===== config.mk =====
export PLATFORM = sky130hd
export DESIGN_NAME = sobel_bus_arbiter
export DESIGN_NICKNAME = d
export VERILOG_FILES = /design/src/rtl/sobel_bus_arbiter.sv
export SDC_FILE = /design/constraint.sdc
export NUM_CORES = 1
export LEC_CHECK = 0
export ABC_AREA = 1
export CAP_MARGIN = 5
export CELL_PAD_IN_SITES_DETAIL_PLACEMENT = 2
export CELL_PAD_IN_SITES_GLOBAL_PLACEMENT = 2
export CORE_ASPECT_RATIO = 0.6
export CORE_MARGIN = 3
export CORE_UTILIZATION = 18
export CTS_BUF_LIST = sky130_fd_sc_hd__clkbuf_16
export CTS_CLUSTER_DIAMETER = 100
export DETAILED_ROUTE_END_ITERATION = 6
export PLACE_DENSITY_LB_ADDON = 0.1
export RECOVER_POWER = 50
export SYNTH_ARGS = -nofsm -noshare
export SYNTH_HDL_FRONTEND = slang
export SYNTH_SLANG_ARGS = --single-unit

===== constraint.sdc =====
create_clock -name clk -period 1.2 [get_ports clk]
set_input_delay 0.18 -clock clk [delete_from_list [all_inputs] [get_ports clk]]
set_output_delay 0.18 -clock clk [all_outputs]
set_load 0.02 [all_outputs]

===== src/rtl/sobel_bus_arbiter.sv =====
// sobel_bus_arbiter: round-robin arbiter sharing one Avalon-MM master between Sobel fetch (rd) and write-out (wr).
// Define SOBEL_ARB_TIMEOUT_EN to abort a transfer stalled for TIMEOUT_CYCLES waitrequest cycles (ack with err).
module sobel_bus_arbiter #(
    parameter int ADDR_W         = 32,
    parameter int DATA_W         = 32,
    parameter int TIMEOUT_CYCLES = 255
) (
    input  logic              clk,
    input  logic              rst,
    input  logic              rd_req,
    input  logic [ADDR_W-1:0] rd_addr,
    output logic              rd_ack,
    output logic [DATA_W-1:0] rd_data,
    input  logic              wr_req,
    input  logic [ADDR_W-1:0] wr_addr,
    input  logic [DATA_W-1:0] wr_data,
    output logic              wr_ack,
    output logic              master_read,
    output logic              master_write,
    output logic [ADDR_W-1:0] master_addr,
    output logic [DATA_W-1:0] master_writedata,
    input  logic [DATA_W-1:0] master_readdata,
    input  logic              master_waitrequest,
    output logic              busy,
    output logic              err
);
    // One-hot with split completion states so every strobe/ack output is a plain flop bit.
    typedef enum logic [4:0] {
        IDLE    = 5'b00001,
        RD      = 5'b00010,
        WR      = 5'b00100,
        RD_DONE = 5'b01000,
        WR_DONE = 5'b10000
    } state_t;

    state_t state, state_nxt;
    logic   last_wr;
    logic   grant_rd, grant_wr, xfer, finish, tmo;

    assign xfer     = state[1] | state[2];
    assign grant_rd = rd_req && (!wr_req || last_wr);
    assign grant_wr = wr_req && (!rd_req || !last_wr);
    assign finish   = !master_waitrequest || tmo;

`ifdef SOBEL_ARB_TIMEOUT_EN
    logic [7:0] wait_cnt;
    assign tmo = xfer && master_waitrequest && (wait_cnt == 8'(TIMEOUT_CYCLES - 1));
    always_ff @(posedge clk)
        if (rst || !xfer || finish) wait_cnt <= '0;
        else wait_cnt <= wait_cnt + 8'd1;
`else
    logic unused_cfg;
    assign unused_cfg = ^8'(TIMEOUT_CYCLES);
    assign tmo = 1'b0;
`endif

    always_ff @(posedge clk)
        state <= rst ? IDLE : state_nxt;

    always_comb begin
        state_nxt = IDLE;
        if (state == IDLE) state_nxt = grant_rd ? RD : grant_wr ? WR : IDLE;
        else if (xfer) state_nxt = finish ? (state == RD ? RD_DONE : WR_DONE) : state;
    end

    always_comb begin
        master_read  = state[1];
        master_write = state[2];
        rd_ack       = state[3];
        wr_ack       = state[4];
        busy         = !state[0];
    end

    always_ff @(posedge clk) begin
        if (rst) begin
            last_wr          <= 1'b1;
            master_addr      <= '0;
            master_writedata <= '0;
            rd_data          <= '0;
            err              <= 1'b0;
        end else begin
            err <= tmo;
            if (state == IDLE && grant_rd) begin
                last_wr     <= 1'b0;
                master_addr <= rd_addr;
            end else if (state == IDLE && grant_wr) begin
                last_wr          <= 1'b1;
                master_addr      <= wr_addr;
                master_writedata <= wr_data;
            end
            if (state == RD && finish) rd_data <= tmo ? '0 : master_readdata;
        end
    end
endmodule


After elaboration in Yosys (flattened, before gate mapping)
Index checks and enable logic that the tools add are counted.
Widths: inputs -> output; s select.
- register bits: 102
- bits of input ports: 133
- output and inout port bits: 102
- logic and storage cells: 34
- equality and inequality tests: 3
- muxes and demuxes: 10
- bitwise operators: 2
- reductions and logical operators: 14
- operators with widths (cell ; count):
    $mux 32 ; 2
    $mux 5 ; 4
    $mux 3 ; 2
    $eq 5x1->1 const B ; 1
    $eq 5x2->1 const B ; 1
    $logic_and 1x1->1 ; 5
    $logic_not 1->1 ; 5
    $ne 3x2->1 const B ; 1
    $logic_or 1x1->1 ; 2
    $mux 1 ; 2
    $reduce_and 2->1 ; 1
    $reduce_bool 2->1 ; 1
    $not 1->1 ; 1
    $or 1x1->1 ; 1

Depth between registers and ports, before layout
Gate-level depths: netlist of the first run.
- depth after elaboration: 6
- depth in mapped cells: 8
- depth with buffers taken out: 7

Least setup slack after synthesis of the first run
OpenSTA, ideal clock, no wires.
- path kind: register -> register
- start: register state[1]
- end: register rd_data[0]
- library setup time: 0.119 ns
- arrival time: 1.207 ns
- data required time: 1.081 ns
- path slack: -0.127 ns
- stages on the path, launching flop included: 8
- path buffers: 2
- clock period less this slack: 1.327 ns
- cell sequence: dfxtp_1 inv_1 nor2_1 nand4_1 buf_2 buf_2 o21ai_0 a21oi_1
- word-level cells in the longest chain between the ends: 2
- RTL lines (what ; line ; source):
    start, declared ; 36 ; state_t state, state_nxt;
    start signal, assigned ; 58 ; state <= rst ? IDLE : state_nxt;
    $eq 5x2->1 ; 91 ; if (state == RD && finish) rd_data <= tmo ? '0 : master_readdata;
    $logic_and 1x1->1 ; 91 ;
    end signal, assigned ; 91 ;
    end, declared ; 13 ; output logic [DATA_W-1:0] rd_data,
No other way between the ends.
A chain may end at the register's enable or synchronous reset.

Final worst setup path of the first run
- start: register state[3]
- end: register master_writedata[15]
- word-level cells in the longest chain between the ends: 4
- elaborated cells between the ends (all ways): 5
- classes of those cells: 1 x eq/ne; 1 x bitwise; 3 x reduce/logical
- RTL lines (what ; line ; source):
    $eq 5x1->1 (*) ; 83, 86 ;
    $logic_and 1x1->1 ; 83 ; if (state == IDLE && grant_rd) begin
    $not 1->1 (no source line) ; n/a ;
    $reduce_and 2->1 (no source line) (*) ; n/a ;
    end signal, assigned ; 89 ; master_writedata <= wr_data;
    end, declared ; 21 ; output logic [DATA_W-1:0] master_writedata,
Mark *: on every way between the ends. The rest lies on a longest branch, timed or not.

==> summary.txt, run 1 <==
Outcome
  • Status: finished, violations left
  • Failing checks: setup timing

Clocking
  • # clock sinks: slightly above 100
  • Clock Path Buffers: 2
  • CTS root buf: clkbuf_16
  • Num CTS Buffers: 9
  • Clk Latency, worst-skew pair: ~0.35 ns
  • H-tree depth: 3
  • Clk pin slew, worst setup/hold paths: roughly 0.07 ns
  • Cts-stage hold buffer count: 0
  • CTS tree: done

Power and ir drop
  • Leakage: between 3 and 4 nW
  • Comb pwr share: around two fifths
  • Clock power frac: 26.3%
  • Power per cell area: 1436 mW/mm^2
  • Seq pwr share: roughly 35%
  • Switching share of power: a little over a third
  • Max VDD drop: around 0.0007 V
  • Internal power: a little under 8 mW
  • NetSw: 4.407 mW

STA
  • Max-slew violations: 0
  • Unrepaired setup endpoints after global routing: true
  • Final setup margin: -0.1696 ns
  • Final Cycle Share: 114.1%
  • Final Hold Fails: 0
  • Fin Clk Skew: a little over 0.005 ns
  • Final Setup Violations: 100
  • Fmax: 730.1 MHz
  • Final min period: roughly 1.4 ns

Global route
  • Largest net degree at the start of global routing: 39
  • M1 GR Usage: 17.92%
  • Initial antenna violation count: 0
  • Total Routing Usage GR: between 10% and 20%
  • GRT Max-Usage Layer: met2
  • First-pass GRT wire length: 31130 um
  • Number of global-route vias before repair: between 5k and 6k
  • GR Util met2: about 26%
  • Gr ovfl total: 0
  • Met3 Use GR: 5.429%

Critical path
  • CP max FO: 16
  • R2R depth: 7
  • Capturing point of the worst reg2reg path: master_writedata[15]
  • Crit end category: register
  • Crit Reg-Reg Startpoint: state[3]
  • Worst setup SP type: register
  • Critical Path RT: roughly 1.5 ns
  • Critical Path Sink: master_writedata[15]
  • CP Class: reg -> reg
  • WP data arrival: approximately 1.6 ns
  • Most frequent CP cell: nor2_4
  • Cell-by-cell listing of the critical path: nor2_4, nand2_2, nor2_4, nand2_4, buf_12, o21ai_2, nor2_1
  • Max incr delay on CP: between 0.3 and 0.4 ns
  • Critical Path Slowest Stage Cell: dfxtp_4
  • Crit path launch: state[3]
  • Flop-to-flop setup slack: -0.17 ns

Die
  • Core Area: roughly 0.024 sq mm
  • Die W: roughly 210 um
  • Standard-cell rows: 43
  • I/O pins: about 240
  • Die footprint: ~0.027 sq mm
  • Die Y: 128.0 um
  • Effective utilization at floorplan: a little under a fifth

Placement
  • GP Congestion: approximately 0.7
  • Placed cell areas: roughly 0.0073 sq mm
  • PortBufs: ~230
  • HPWL after detailed placement: between 10000 and 15000 um

Layout
  • Share of layout cells above drive strength 1: a little over a third
  • Layout area overhead: 88.56%
  • Final layout net count: approximately 1.0k
  • Final instance area: 0.008416 sq mm
  • Final Core Density: approximately 35%
  • Most common library cell in the layout ignoring fill and taps: inv_1
  • Number of diodes: 0
  • Commonest non-fill, non-tap cells in the layout: inv_1, clkdlybuf4s50_1, nand2_1, dfxtp_1, nor2_1

Detailed routing
  • DRC Markers: 0
  • Via count: slightly below 5k
  • Vias per Instance: roughly 4.0
  • Wire per inst: between 15 and 20 um
  • DR pass1 iterations: 4
  • Routed WL: approximately 20000 um
  • Antenna-violating nets left: 0
  • Initial DRC Count: approximately 120

Synth
  • Yosys Warn Count: 0
  • Syn Area/Cell: about 6.8 sq um
  • FF+latch count, synth: a little over 100
  • Synth top area share: a little under half
  • Netlist cell types: 22
  • Cells after Synth: about 650
  • Syn nets: between 700 and 800
  • Post-synth top area cell: dfxtp_1
  • Register area share after synthesis: a little under half
  • Main area contributors after synthesis: dfxtp_1, nand2_1, inv_1
  • Mapped cell area: ~0.0045 sq mm

Min path
  • Worst hold start: wr_data[3]
  • Hold Path Class: in -> reg

Job
  • Max Cap Viol: 0
## cell families (layout without fill, tap and decap cells)
logic type / count (synthesis) / in the layout / synth area share (%)
AOI/OAI and AO/OA: 136 / 136 / 16.09
buffers and inverters: 173 / 431 / 16.85
DFF: 102 / 102 / 45.75
other: 1 / 1 / 0.08402
and+or+nand+nor: 242 / 242 / 21.22
## power by group through the flow
stage	combinational, mW	clock [mW]	sequential [mW]
finish	4.73	3.18	4.18
floorplan	1.67	0	4.77
global route	5.19	3.48	4.25
detailed placement	4.37	0	4.25
global placement	4.23	0	4.23
CTS	4.54	3.33	4.18
## state kept, by name, summed over array words and instances (netlist names)
| signal | flops |
|---|---|
| master_writedata | 32 |
| last_wr | 1 |
| master_addr | 32 |
| state | 5 |
| rd_data | 32 |
## how the worst min path moves through the flow
stage,endpoint,slack (ns),depth (start not counted)
global placement,rd_data[8],0.43,2
finish,master_writedata[3],0.44,3
global route,rd_data[7],0.44,3
CTS,master_writedata[3],0.42,3
detailed placement,rd_data[2],0.44,2
floorplan,state[1],0.24,1
## metrics by stage
stage / hold WS [ns] / worst slack, ns / setup TNS [ns] / instances / total power, mW
6_report: 0.4353 / -0.1696 / -11.18 / 1227 / 12.09
5_1_grt: 0.4388 / -0.2790 / -19.58 / 1227 / 12.92
4_1_cts: 0.4161 / -0.1563 / -10.78 / 1225 / 12.06
3_5_place_dp: 0.4401 / -0.4795 / -34.33 / 1199 / 8.615
3_3_place_gp: 0.4313 / -0.3935 / -29.58 / 1199 / 8.451
2_1_floorplan: 0.2394 / -0.07379 / -3.944 / 654 / 6.435
## worst max-delay path: cells and delay by family (launching register included)
family,cells,cell delay (ns)
AO/OA/AOI/OAI,1,0.13
buffers and inverters,1,0.19
flip-flops,1,0.36
AND/OR/NAND/NOR,5,0.58
## cells in the mapped netlist, drive strengths merged
cell type    n
nand3        1
conb         1
buf         23
o21ai       66
nand2      170
inv        135
nand4        1
clkinv       2
nor2        70
dfxtp      102
clkbuf      13
a21oi       70
## layout make-up
class	count	area, sq um
well taps	315	394.1
clock inverters	6	66.31
flip-flops and latches	102	2052
repair buffers	278	2831
clock buffers	10	250.2
multi-input cells	379	2295
fillers	2699	15310
inverters	137	526.8
## layer usage
metal  part of all wire [%]  up-vias
li1                       -     2450
met1                     43     2378
met2                     49      114
met3                    7.2       12
met4                   0.86        0
met5                      0        -
## what timing repair did
item                       in CTS  in global routing
hold endpoints to repair        0                  0
buffers inserted                4                  2
resized for setup             409                180
pin swaps                       7                 18
gates cloned                    6                  2
setup endpoints to repair     199                146
No activity file was read; power rests on OpenSTA's default activity.
==> run 2, diff against run 1 <==
GPL_TIMING_DRIVEN = 0   (was default)
==> run 2 against run 1 <==
Against the previous run: the flow still finishes with violations (setup timing); non-clock buffer count up 17; routed wire length up 2.6%; die area unchanged; hold slack worse by 0.24 ns; total power down 3.2%; clock skew about the same; critical path depth up 1; flip-flop and latch count unchanged; critical path type unchanged; largest cell class unchanged; highest routed layer is now met5.
==> summary.txt, run 2 (synthesis gave the netlist of run 1 again) <==
Critical path
  • WP data arrival: 1.67 ns (+0.05 ns)
  • CP max FO: 7 (-9)
  • Crit end category: register
  • Capturing point of the worst reg2reg path: master_writedata[4]
  • CP Class: reg -> reg
  • R2R depth: 8 (+1)
  • Flop-to-flop setup slack: -0.22 ns (-0.05 ns)
  • Critical Path RT: 1.45 ns (about the same)
  • Crit path launch: state[4]
  • Worst setup SP type: register
  • Crit Reg-Reg Startpoint: state[4]

Layout
  • Share of layout cells above drive strength 1: 31.03% (-4.7 points)
  • Layout area overhead: 84.50%
  • Final instance area: 0.008234 sq mm (-2.2%)
  • Commonest non-fill, non-tap cells in the layout: nand2_1, inv_1, clkdlybuf4s50_1, dfxtp_1, nor2_1
  • Largest registers: master_addr: 32 flops, master_writedata: 32 flops, rd_data: 32 flops
  • Most common library cell in the layout ignoring fill and taps: nand2_1
  • Final layout net count: 1058 (+1.7%)
  • Fin cells: 1244 (+1.4%)

STA
  • Unrepaired setup endpoints after global routing: true
  • Fin Clk Skew: 0.005428 ns (+0.0002630 ns)
  • Fmax: 704.7 MHz (-3.5%)
  • Final Setup Violations: 102 (+2.0%)
  • Final min period: 1.419 ns (+0.04941 ns)
  • Final Hold Fails: 0 (unchanged)
  • Setup TNS: -15.36 ns (-4.179 ns)
  • Final Cycle Share: 118.3% (+4.1 points)
  • Max-slew violations: 0 (unchanged)
  • Final setup margin: -0.2190 ns (-0.04941 ns)

Die
  • Effective utilization at floorplan: 18.81% (unchanged)
  • I/O pins: 235 (unchanged)
  • Core Area: 0.02373 sq mm (unchanged)
  • Die W: 209.3 um (unchanged)
  • Die footprint: 0.02678 sq mm (unchanged)
  • Standard-cell rows: 43 (unchanged)
  • Die Y: 128.0 um (unchanged)

Detailed routing
  • Routed WL: 21000 um (+2.6%)
  • DRC Markers: 0 (unchanged)
  • Antenna-violating nets left: 0 (unchanged)
  • Met2 wire len: 9750 um (-2.6%)
  • Vias per Instance: 3.995 (-1.0%)
  • Via count: 4970 (+0.32%)
  • DR pass1 iterations: 4 (unchanged)
  • DR WL met3: 1476 um (+0.54%)
  • DRT met1 WL: 9468 um (+7.5%)
  • Initial DRC Count: 85 (-26%)
  • Wire per inst: 16.88 um (+1.2%)
  • Highest Signal Layer: met5

Power and ir drop
  • Leakage: 3.736 nW (+1.4%)
  • Power per cell area: 1421 mW/mm^2 (-1.0%)
  • Max VDD drop: 0.0006785 V (-2.8%)

Clocking
  • CTS root buf: clkbuf_16
  • Clk Latency, worst-skew pair: 0.35 ns (about the same)
  • Num CTS Buffers: 9 (unchanged)
  • Clock Path Buffers: 2 (unchanged)
  • H-tree depth: 3 (unchanged)
  • CTS tree: done
  • Clk pin slew, worst setup/hold paths: 0.07 ns (about the same)
  • # clock sinks: 102 (unchanged)

Global route
  • Total Routing Usage GR: 15.39% (+0.52 points)
  • Gr ovfl total: 0 (unchanged)
  • Number of global-route vias before repair: 5604 (+1.9%)
  • Initial antenna violation count: 2 (+2)
  • First-pass GRT wire length: 31820 um (+2.2%)
  • Largest net degree at the start of global routing: 16 (-59%)

Placement
  • PortBufs: 233 (unchanged)
  • Placed cell areas: 0.007233 sq mm (-1.4%)
  • GP Congestion: 0.7443 (+5.7%)
  • Post-placement cell count: 1202 (+0.25%)
  • Post-Place Worst Slack: -0.9510 ns (-0.4714 ns)
  • HPWL after detailed placement: 15720 um (+8.6%)

Outcome
  • Status: finished, violations left
  • Failing checks: setup timing

Job
  • Max Cap Viol: 0 (unchanged)

Min path
  • Worst hold start: master_waitrequest
  • Hold Path Class: in -> reg
  • Worst hold path endpoint: state[1]
  • Hold Path Depth: 3 (unchanged)
## run 2: how the worst max path moves through the flow
stage | end | slack [ns] | cells after the start
floorplan | master_writedata[10] | -0.07 | 7
global placement | master_writedata[2] | -0.90 | 6
detailed placement | master_writedata[2] | -0.95 | 6
CTS | master_addr[24] | -0.22 | 9
global route | master_writedata[8] | -0.30 | 8
finish | master_writedata[4] | -0.22 | 8
## run 2: layout make-up
type | count | area (sq um)
fillers | 2688 | 15490
flip-flops and latches | 102 | 2052
clock buffers | 9 | 225.2
multi-input cells | 380 | 2123
repair buffers | 260 | 2439
clock inverters | 5 | 28.78
diodes | 1 | 2.502
well taps | 315 | 394.1
inverters | 137 | 544.3
plain buffers | 35 | 425.4
## run 2: worst max-delay path, stage by stage (launching register included)
cell       delay, ns
dfxtp_1         0.36
inv_1           0.07
nand2_2         0.09
nor2_4          0.05
nand2_4         0.17
clkinv_8        0.10
bufbuf_16       0.27
nor2_1          0.12
nor2_1          0.06
## run 2: per-layer routing
| layer | track usage (%) | vias up |
|---|---|---|
| met4 | 3.659 | 2 |
| met1 | 18.98 | 2335 |
| met3 | 5.820 | 19 |
| met2 | 25.58 | 122 |
| met5 | 0 | - |
| li1 | - | 2492 |
## run 2: power breakdown
group	switching [mW]	internal, mW
sequential	0.293	3.88
combinational	2.68	2.12
clock	1.36	1.37
## run 2: stage by stage
step | hold WS [ns] | power, mW | util [%]
finish | 0.1977 | 11.70 | 34.70
global route | 0.2050 | 12.53 | 34.70
global placement | 0.4316 | 8.353 | 30.49
detailed placement | 0.4403 | 8.541 | 30.49
CTS | 0.4203 | 11.78 | 34.47
floorplan | 0.2394 | 6.435 | -
## run 2: repair_timing
item | CTS | global route
setup endpoints to repair | 203 | 162
gates resized for setup | 414 | 195
buffers inserted | 11 | 5
pin swaps | 12 | 19
hold buffers | 0 | 0
cloned | 11 | 1
hold endpoints to repair | 0 | 0
